$ cat config.mk
export PLATFORM = sky130hd
export DESIGN_NAME = uart_comm_host
export DESIGN_NICKNAME = d
export VERILOG_FILES = /design/src/rtl/uart_comm_host.sv
export SDC_FILE = /design/constraint.sdc
export NUM_CORES = 1
export LEC_CHECK = 0
export BUFFER_PORTS_ARGS = -buffer_cell sky130_fd_sc_hd__clkbuf_2
export CORE_ASPECT_RATIO = 1.25
export CORE_UTILIZATION = 50
export DETAILED_ROUTE_END_ITERATION = 8
export PLACE_DENSITY = 0.7
export SYNTH_ARGS = -nofsm -noshare
export SYNTH_HDL_FRONTEND = slang
export SYNTH_SLANG_ARGS = --single-unit
$ cat constraint.sdc
create_clock -name clk -period 3.74 [get_ports clk]
set_clock_uncertainty 0.2 [all_clocks]
set_input_delay 0.748 -clock clk [delete_from_list [all_inputs] [get_ports clk]]
set_output_delay 0.748 -clock clk [all_outputs]
set_load 0.05 [all_outputs]
$ cat src/rtl/uart_comm_host.sv
`default_nettype none
// ============================================================================
// Module  : uart_comm_host
// Brief   : Issues PING/INFO commands over a byte UART and parses the reply.
// Revision: 1.0 - initial release
// ============================================================================
module uart_comm_host #(
    parameter logic [15:0] TIMEOUT_CYCLES = 16'd50000
) (
    input  logic        clk,
    input  logic        reset,
    input  logic        cmd_valid,
    input  logic        cmd_type,
    output logic        cmd_ready,
    output logic        uart_tx_we,
    output logic [7:0]  uart_tx_data,
    input  logic        uart_tx_busy,
    input  logic        uart_rx_flag,
    input  logic [7:0]  uart_rx_byte,
    output logic        resp_valid,
    output logic [1:0]  resp_status,
    output logic [63:0] resp_info
);

    typedef enum logic [2:0] {
        S_IDLE      = 3'd0,
        S_SEND      = 3'd1,
        S_WAIT_RESP = 3'd2,
        S_RECV      = 3'd3,
        S_DONE      = 3'd4
    } state_t;

    localparam logic [1:0] c_ST_OK        = 2'd0;
    localparam logic [1:0] c_ST_INVALID   = 2'd1;
    localparam logic [1:0] c_ST_TIMEOUT   = 2'd2;
    localparam logic [1:0] c_ST_MALFORMED = 2'd3;

    state_t      r_state;
    logic        r_cmd_type;
    logic [2:0]  r_tx_idx;
    logic [15:0] r_timeout_cnt;
    logic [7:0]  r_rx_cnt;
    logic [7:0]  r_len;
    logic        r_info_type;
    logic [63:0] r_info_stage;
    logic        r_resp_valid;
    logic [1:0]  r_resp_status;
    logic [63:0] r_resp_info;

    logic        w_in_send;
    logic        w_tx_we;
    logic [7:0]  w_tx_byte;
    logic        w_last_tx;
    logic        w_timeout_hit;
    logic        w_len_ok;
    logic        w_type_ok;
    logic        w_last_rx;
    logic        w_shift_en;
    logic [63:0] w_stage_next;

    // The write strobe is gated combinationally so a busy FIFO never sees a write.
    assign w_in_send     = (r_state == S_SEND);
    assign w_tx_we       = w_in_send && !uart_tx_busy;
    assign w_tx_byte     = (r_cmd_type && (r_tx_idx == 3'd0)) ? 8'h08 : 8'h00;
    assign w_last_tx     = r_cmd_type ? (r_tx_idx == 3'd7) : 1'b1;
    assign w_timeout_hit = !uart_rx_flag && (r_timeout_cnt == TIMEOUT_CYCLES - 16'd1);
    assign w_len_ok      = (uart_rx_byte >= 8'd8) && (uart_rx_byte <= 8'd16);
    assign w_type_ok     = ((uart_rx_byte == 8'd0) && (r_len == 8'd16)) ||
                           ((uart_rx_byte == 8'd1) && (r_len == 8'd8));
    assign w_last_rx     = ((r_rx_cnt + 8'd1) == r_len);
    // Payload bytes 5..12 fill the 64-bit word, first byte ending up in [7:0].
    assign w_shift_en    = !r_info_type && (r_rx_cnt >= 8'd4) && (r_rx_cnt < 8'd12);
    assign w_stage_next  = w_shift_en ? {uart_rx_byte, r_info_stage[63:8]} : r_info_stage;

    assign cmd_ready    = (r_state == S_IDLE);
    assign uart_tx_we   = w_tx_we;
    assign uart_tx_data = w_in_send ? w_tx_byte : 8'h00;
    assign resp_valid   = r_resp_valid;
    assign resp_status  = r_resp_status;
    assign resp_info    = r_resp_info;

    always_ff @(posedge clk) begin
        if (reset) begin
            r_state       <= S_IDLE;
            r_cmd_type    <= 1'b0;
            r_tx_idx      <= 3'd0;
            r_timeout_cnt <= 16'd0;
            r_rx_cnt      <= 8'd0;
            r_len         <= 8'd0;
            r_info_type   <= 1'b0;
            r_info_stage  <= 64'd0;
            r_resp_valid  <= 1'b0;
            r_resp_status <= c_ST_OK;
            r_resp_info   <= 64'd0;
        end else begin
            r_resp_valid <= 1'b0;
            case (r_state)
                S_IDLE: begin
                    if (cmd_valid) begin
                        r_cmd_type <= cmd_type;
                        r_tx_idx   <= 3'd0;
                        r_state    <= S_SEND;
                    end
                end
                S_SEND: begin
                    if (w_tx_we) begin
                        if (w_last_tx) begin
                            r_timeout_cnt <= 16'd0;
                            r_rx_cnt      <= 8'd0;
                            r_info_type   <= 1'b0;
                            r_state       <= S_WAIT_RESP;
                        end else begin
                            r_tx_idx <= r_tx_idx + 3'd1;
                        end
                    end
                end
                S_WAIT_RESP: begin
                    if (uart_rx_flag) begin
                        r_timeout_cnt <= 16'd0;
                        if (!r_cmd_type) begin
                            r_resp_status <= (uart_rx_byte == 8'h01) ? c_ST_OK : c_ST_MALFORMED;
                            r_resp_valid  <= 1'b1;
                            r_state       <= S_DONE;
                        end else if (!w_len_ok) begin
                            r_resp_status <= c_ST_MALFORMED;
                            r_resp_valid  <= 1'b1;
                            r_state       <= S_DONE;
                        end else begin
                            r_len    <= uart_rx_byte;
                            r_rx_cnt <= 8'd1;
                            r_state  <= S_RECV;
                        end
                    end else if (w_timeout_hit) begin
                        r_resp_status <= c_ST_TIMEOUT;
                        r_resp_valid  <= 1'b1;
                        r_state       <= S_DONE;
                    end else begin
                        r_timeout_cnt <= r_timeout_cnt + 16'd1;
                    end
                end
                S_RECV: begin
                    if (uart_rx_flag) begin
                        r_timeout_cnt <= 16'd0;
                        r_rx_cnt      <= r_rx_cnt + 8'd1;
                        r_info_stage  <= w_stage_next;
                        if (((r_rx_cnt == 8'd1) || (r_rx_cnt == 8'd2)) && (uart_rx_byte != 8'h00)) begin
                            r_resp_status <= c_ST_MALFORMED;
                            r_resp_valid  <= 1'b1;
                            r_state       <= S_DONE;
                        end else if (r_rx_cnt == 8'd3) begin
                            if (!w_type_ok) begin
                                r_resp_status <= c_ST_MALFORMED;
                                r_resp_valid  <= 1'b1;
                                r_state       <= S_DONE;
                            end else begin
                                r_info_type <= uart_rx_byte[0];
                            end
                        end else if (w_last_rx) begin
                            r_resp_status <= r_info_type ? c_ST_INVALID : c_ST_OK;
                            r_resp_valid  <= 1'b1;
                            r_state       <= S_DONE;
                            if (!r_info_type) begin
                                r_resp_info <= w_stage_next;
                            end
                        end
                    end else if (w_timeout_hit) begin
                        r_resp_status <= c_ST_TIMEOUT;
                        r_resp_valid  <= 1'b1;
                        r_state       <= S_DONE;
                    end else begin
                        r_timeout_cnt <= r_timeout_cnt + 16'd1;
                    end
                end
                S_DONE: begin
                    r_state <= S_IDLE;
                end
                default: begin
                    r_state <= S_IDLE;
                end
            endcase
        end
    end

endmodule
`default_nettype wire

==> run_results.csv <==
group,metric,value,unit
logic_synthesis,yosys-top-cells-area,"dfxtp_1 42%, a21oi_1 8.9%, nand2_1 7.0%",
critical_path,worst_ep_arrival_time,3270,ps
logic_synthesis,synth_edf_count,0,
logic_synthesis,yosysUniqueCellTypes,68,
logic_synthesis,synth_top_cell_by_area,"dfxtp_1",
timing,tightest_slew,715,ps
clocking,cts_tree,"done",
timing,finalSetupViolCount,0,
route,drtPass1Iterations,5,
logic_synthesis,ys_top_cells_by_count,"171 x dfxtp_1, 152 x nand2_1, 146 x a21oi_1, 78 x nand3_1, 60 x o21ai_1",
die,start_util,51.8,%
timing,fin_crit_sh,83.2,%
clocking,clk_pin_slew,60,ps
power,vdd_drop_max,0.288,mV
timing,period_minus_slack,3110,ps
timing,fmax,321,MHz
layout,final-instance-count-excl-fill,1230,
die,pin_count,91,
placed_design,dp_hpwl,12.2,mm
run,maxCapViolCount,0,
route,wl_per_cell,15.5,um
global_routing,grt_max_degree,69,
layout,nNetsFinal,1031,
timing,tns,0,ps
die,core,15800,um^2
logic_synthesis,ys_seq_area_share,41.8,%
critical_path,startpoint_type,"flop",
clocking,cts_buffers,17,
die,chipWidth,116,um
timing,hold_viol_final,0,
placed_design,place_area,8590,um^2
min_path,hp-class,"reg2reg",
clocking,cts_hold_buf,0,
timing,maxSlewViolCount,0,
logic_synthesis,syn_area,8190,um^2
power,p_per_area,409,nW/um^2
critical_path,cp_max_fo,57,
die,die_y,145,um
logic_synthesis,synth.top_cell.area_share,41.8,%
clocking,cts_resized,0,
route,ant_nets,0,
placed_design,port_buffers,83,
route,drc,0,
global_routing,antenna_found_initial,0,
die,rows,51,
logic_synthesis,synth.most_common_cell,"dfxtp_1",
critical_path,end_kind,"flop",
clocking,clockBufferDepth,2,
route,vias,7037,
logic_synthesis,synthCells,971,
die,dieArea,16900,um^2
layout,design_area,9140,um^2
route,drt-total-wl,19.1,mm
logic_synthesis,ys_ff_latch,171,
critical_path,worstSetupPathType,"reg2reg",
layout,drive_above_1_share,16.2,%
clocking,cts.sinks,171,
global_routing,grtUsageTotal,23.5,%
logic_synthesis,avgSynthCellArea,8.44,um^2
route,viasPerCell,5.72,
global_routing,grt_pass1_wl,31.9,mm
global_routing,grt-ovfl-total,0,
critical_path,worstPathRequired,3900,ps
logic_synthesis,synthArstFlopShare,0,%
layout,diodes,0,
clocking,cts_setup_buffers,0,
clocking,htree_num_levels,4,
power,p_total,3.74,mW
logic_synthesis,ys.warnings.count,0,
power,power_leakage,3.32,nW
global_routing,grt_pass1_vias,6401,
placed_design,dp.cells,1202,
outcome,status,"complete, no violations",
layout,area_delta_synth_final,11.5,%
clocking,clockRootBuffer,"clkbuf_16",
timing,rsz0062_at_grt,"no",
logic_synthesis,synthFlopType,"dfxtp_1",
placed_design,globalplace.congestion,0.837,
route,drt_iter0_drc,537,
timing,slew_headroom,52.3,%
clocking,clk_latency,430,ps
[registers in the layout, summed over array words and instances (netlist names)]
register and count:
r_cmd_type 1, r_info_stage 64, r_info_type 1, r_len 8, r_rx_cnt 8, r_state 3, r_timeout_cnt 16, r_tx_idx 3
resp_info 64, resp_status 2, resp_valid 1
[logic make-up after synthesis]
group           count (synthesis)  synth area share (%)
mux                            73                  9.91
flops                         171                  41.8
xor+xnor                       18                  1.92
simple gates                  345                  20.7
buf+inv                        93                  6.48
compound gates                262                  17.9
other cells                     1                0.0458
fa+ha+maj                       8                  1.22
[cell usage in the layout (no fill, tap or decap), types with 8 or more instances in the layout]
| cell type | Yosys | routed |
|---|---|---|
| ha_1 | 8 | 8 |
| clkbuf_2 | 4 | 82 |
| clkbuf_16 | 0 | 17 |
| inv_1 | 12 | 12 |
| nand3_1 | 78 | 78 |
| o21ai_0 | 19 | 19 |
| nand2_1 | 152 | 151 |
| dfxtp_1 | 171 | 171 |
| a21oi_1 | 146 | 146 |
| and3_1 | 9 | 8 |
| nor2_1 | 38 | 38 |
| nor3_1 | 9 | 9 |
| xor2_1 | 11 | 11 |
| mux2_2 | 15 | 15 |
| mux2_1 | 50 | 50 |
| mux2i_1 | 8 | 8 |
| o21ai_1 | 60 | 60 |
[metal layers]
layer | track usage [%] | vias to the layer above | share of wire, %
li1 | - | 3482 | -
met5 | 0 | - | 0
met1 | 31.0 | 3374 | 46
met2 | 38.2 | 156 | 49
met4 | 7.50 | 0 | 1.4
met3 | 4.51 | 25 | 4.0
[cell type report]
| class | instances | area, um^2 |
|---|---|---|
| Timing Repair Buffer | 94 | 563 |
| Clock buffer | 17 | 425 |
| Fill cell | 1481 | 6690 |
| Tap cell | 212 | 265 |
| Multi-Input combinational cell | 713 | 4290 |
| Sequential cell | 171 | 3420 |
| Clock inverter | 11 | 124 |
| Inverter | 12 | 45.0 |
[through the flow]
stage / setup slack [ps] / util, % / hold WS [ps]
global route: 504 / 57.7 / 267
detailed placement: 489 / 54.3 / 244
global placement: 563 / 54.3 / 239
CTS: 657 / 57.7 / 253
floorplan: 868 / - / 234
finish: 629 / 57.7 / 250
[power breakdown]
part | total, mW | leakage [nW] | internal [mW] | switching (mW)
Combinational | 0.209 | 1.68 | 0.0508 | 0.158
Clock | 1.68 | 0.263 | 0.967 | 0.717
Sequential | 1.84 | 1.38 | 1.83 | 0.0132
[path summary, 6_finish.rpt]
check        depth (start not counted)              end             from  slack (ps)
max                                  7    resp_info[45]      r_rx_cnt[2]         630
max reg2reg                          7    resp_info[45]      r_rx_cnt[2]         630
min reg2reg                          2  r_info_stage[5]  r_info_stage[5]         250
min                                  2  r_info_stage[5]  r_info_stage[5]         250
[worst max-delay path: stages, from the launching register on]
cell	delay, ps
dfxtp_1	670
and4_1	470
a21oi_1	130
nor4b_2	460
o2111a_2	460
buf_12	310
nand3_1	160
a21oi_1	180
(Power assumes the default switching activity.)
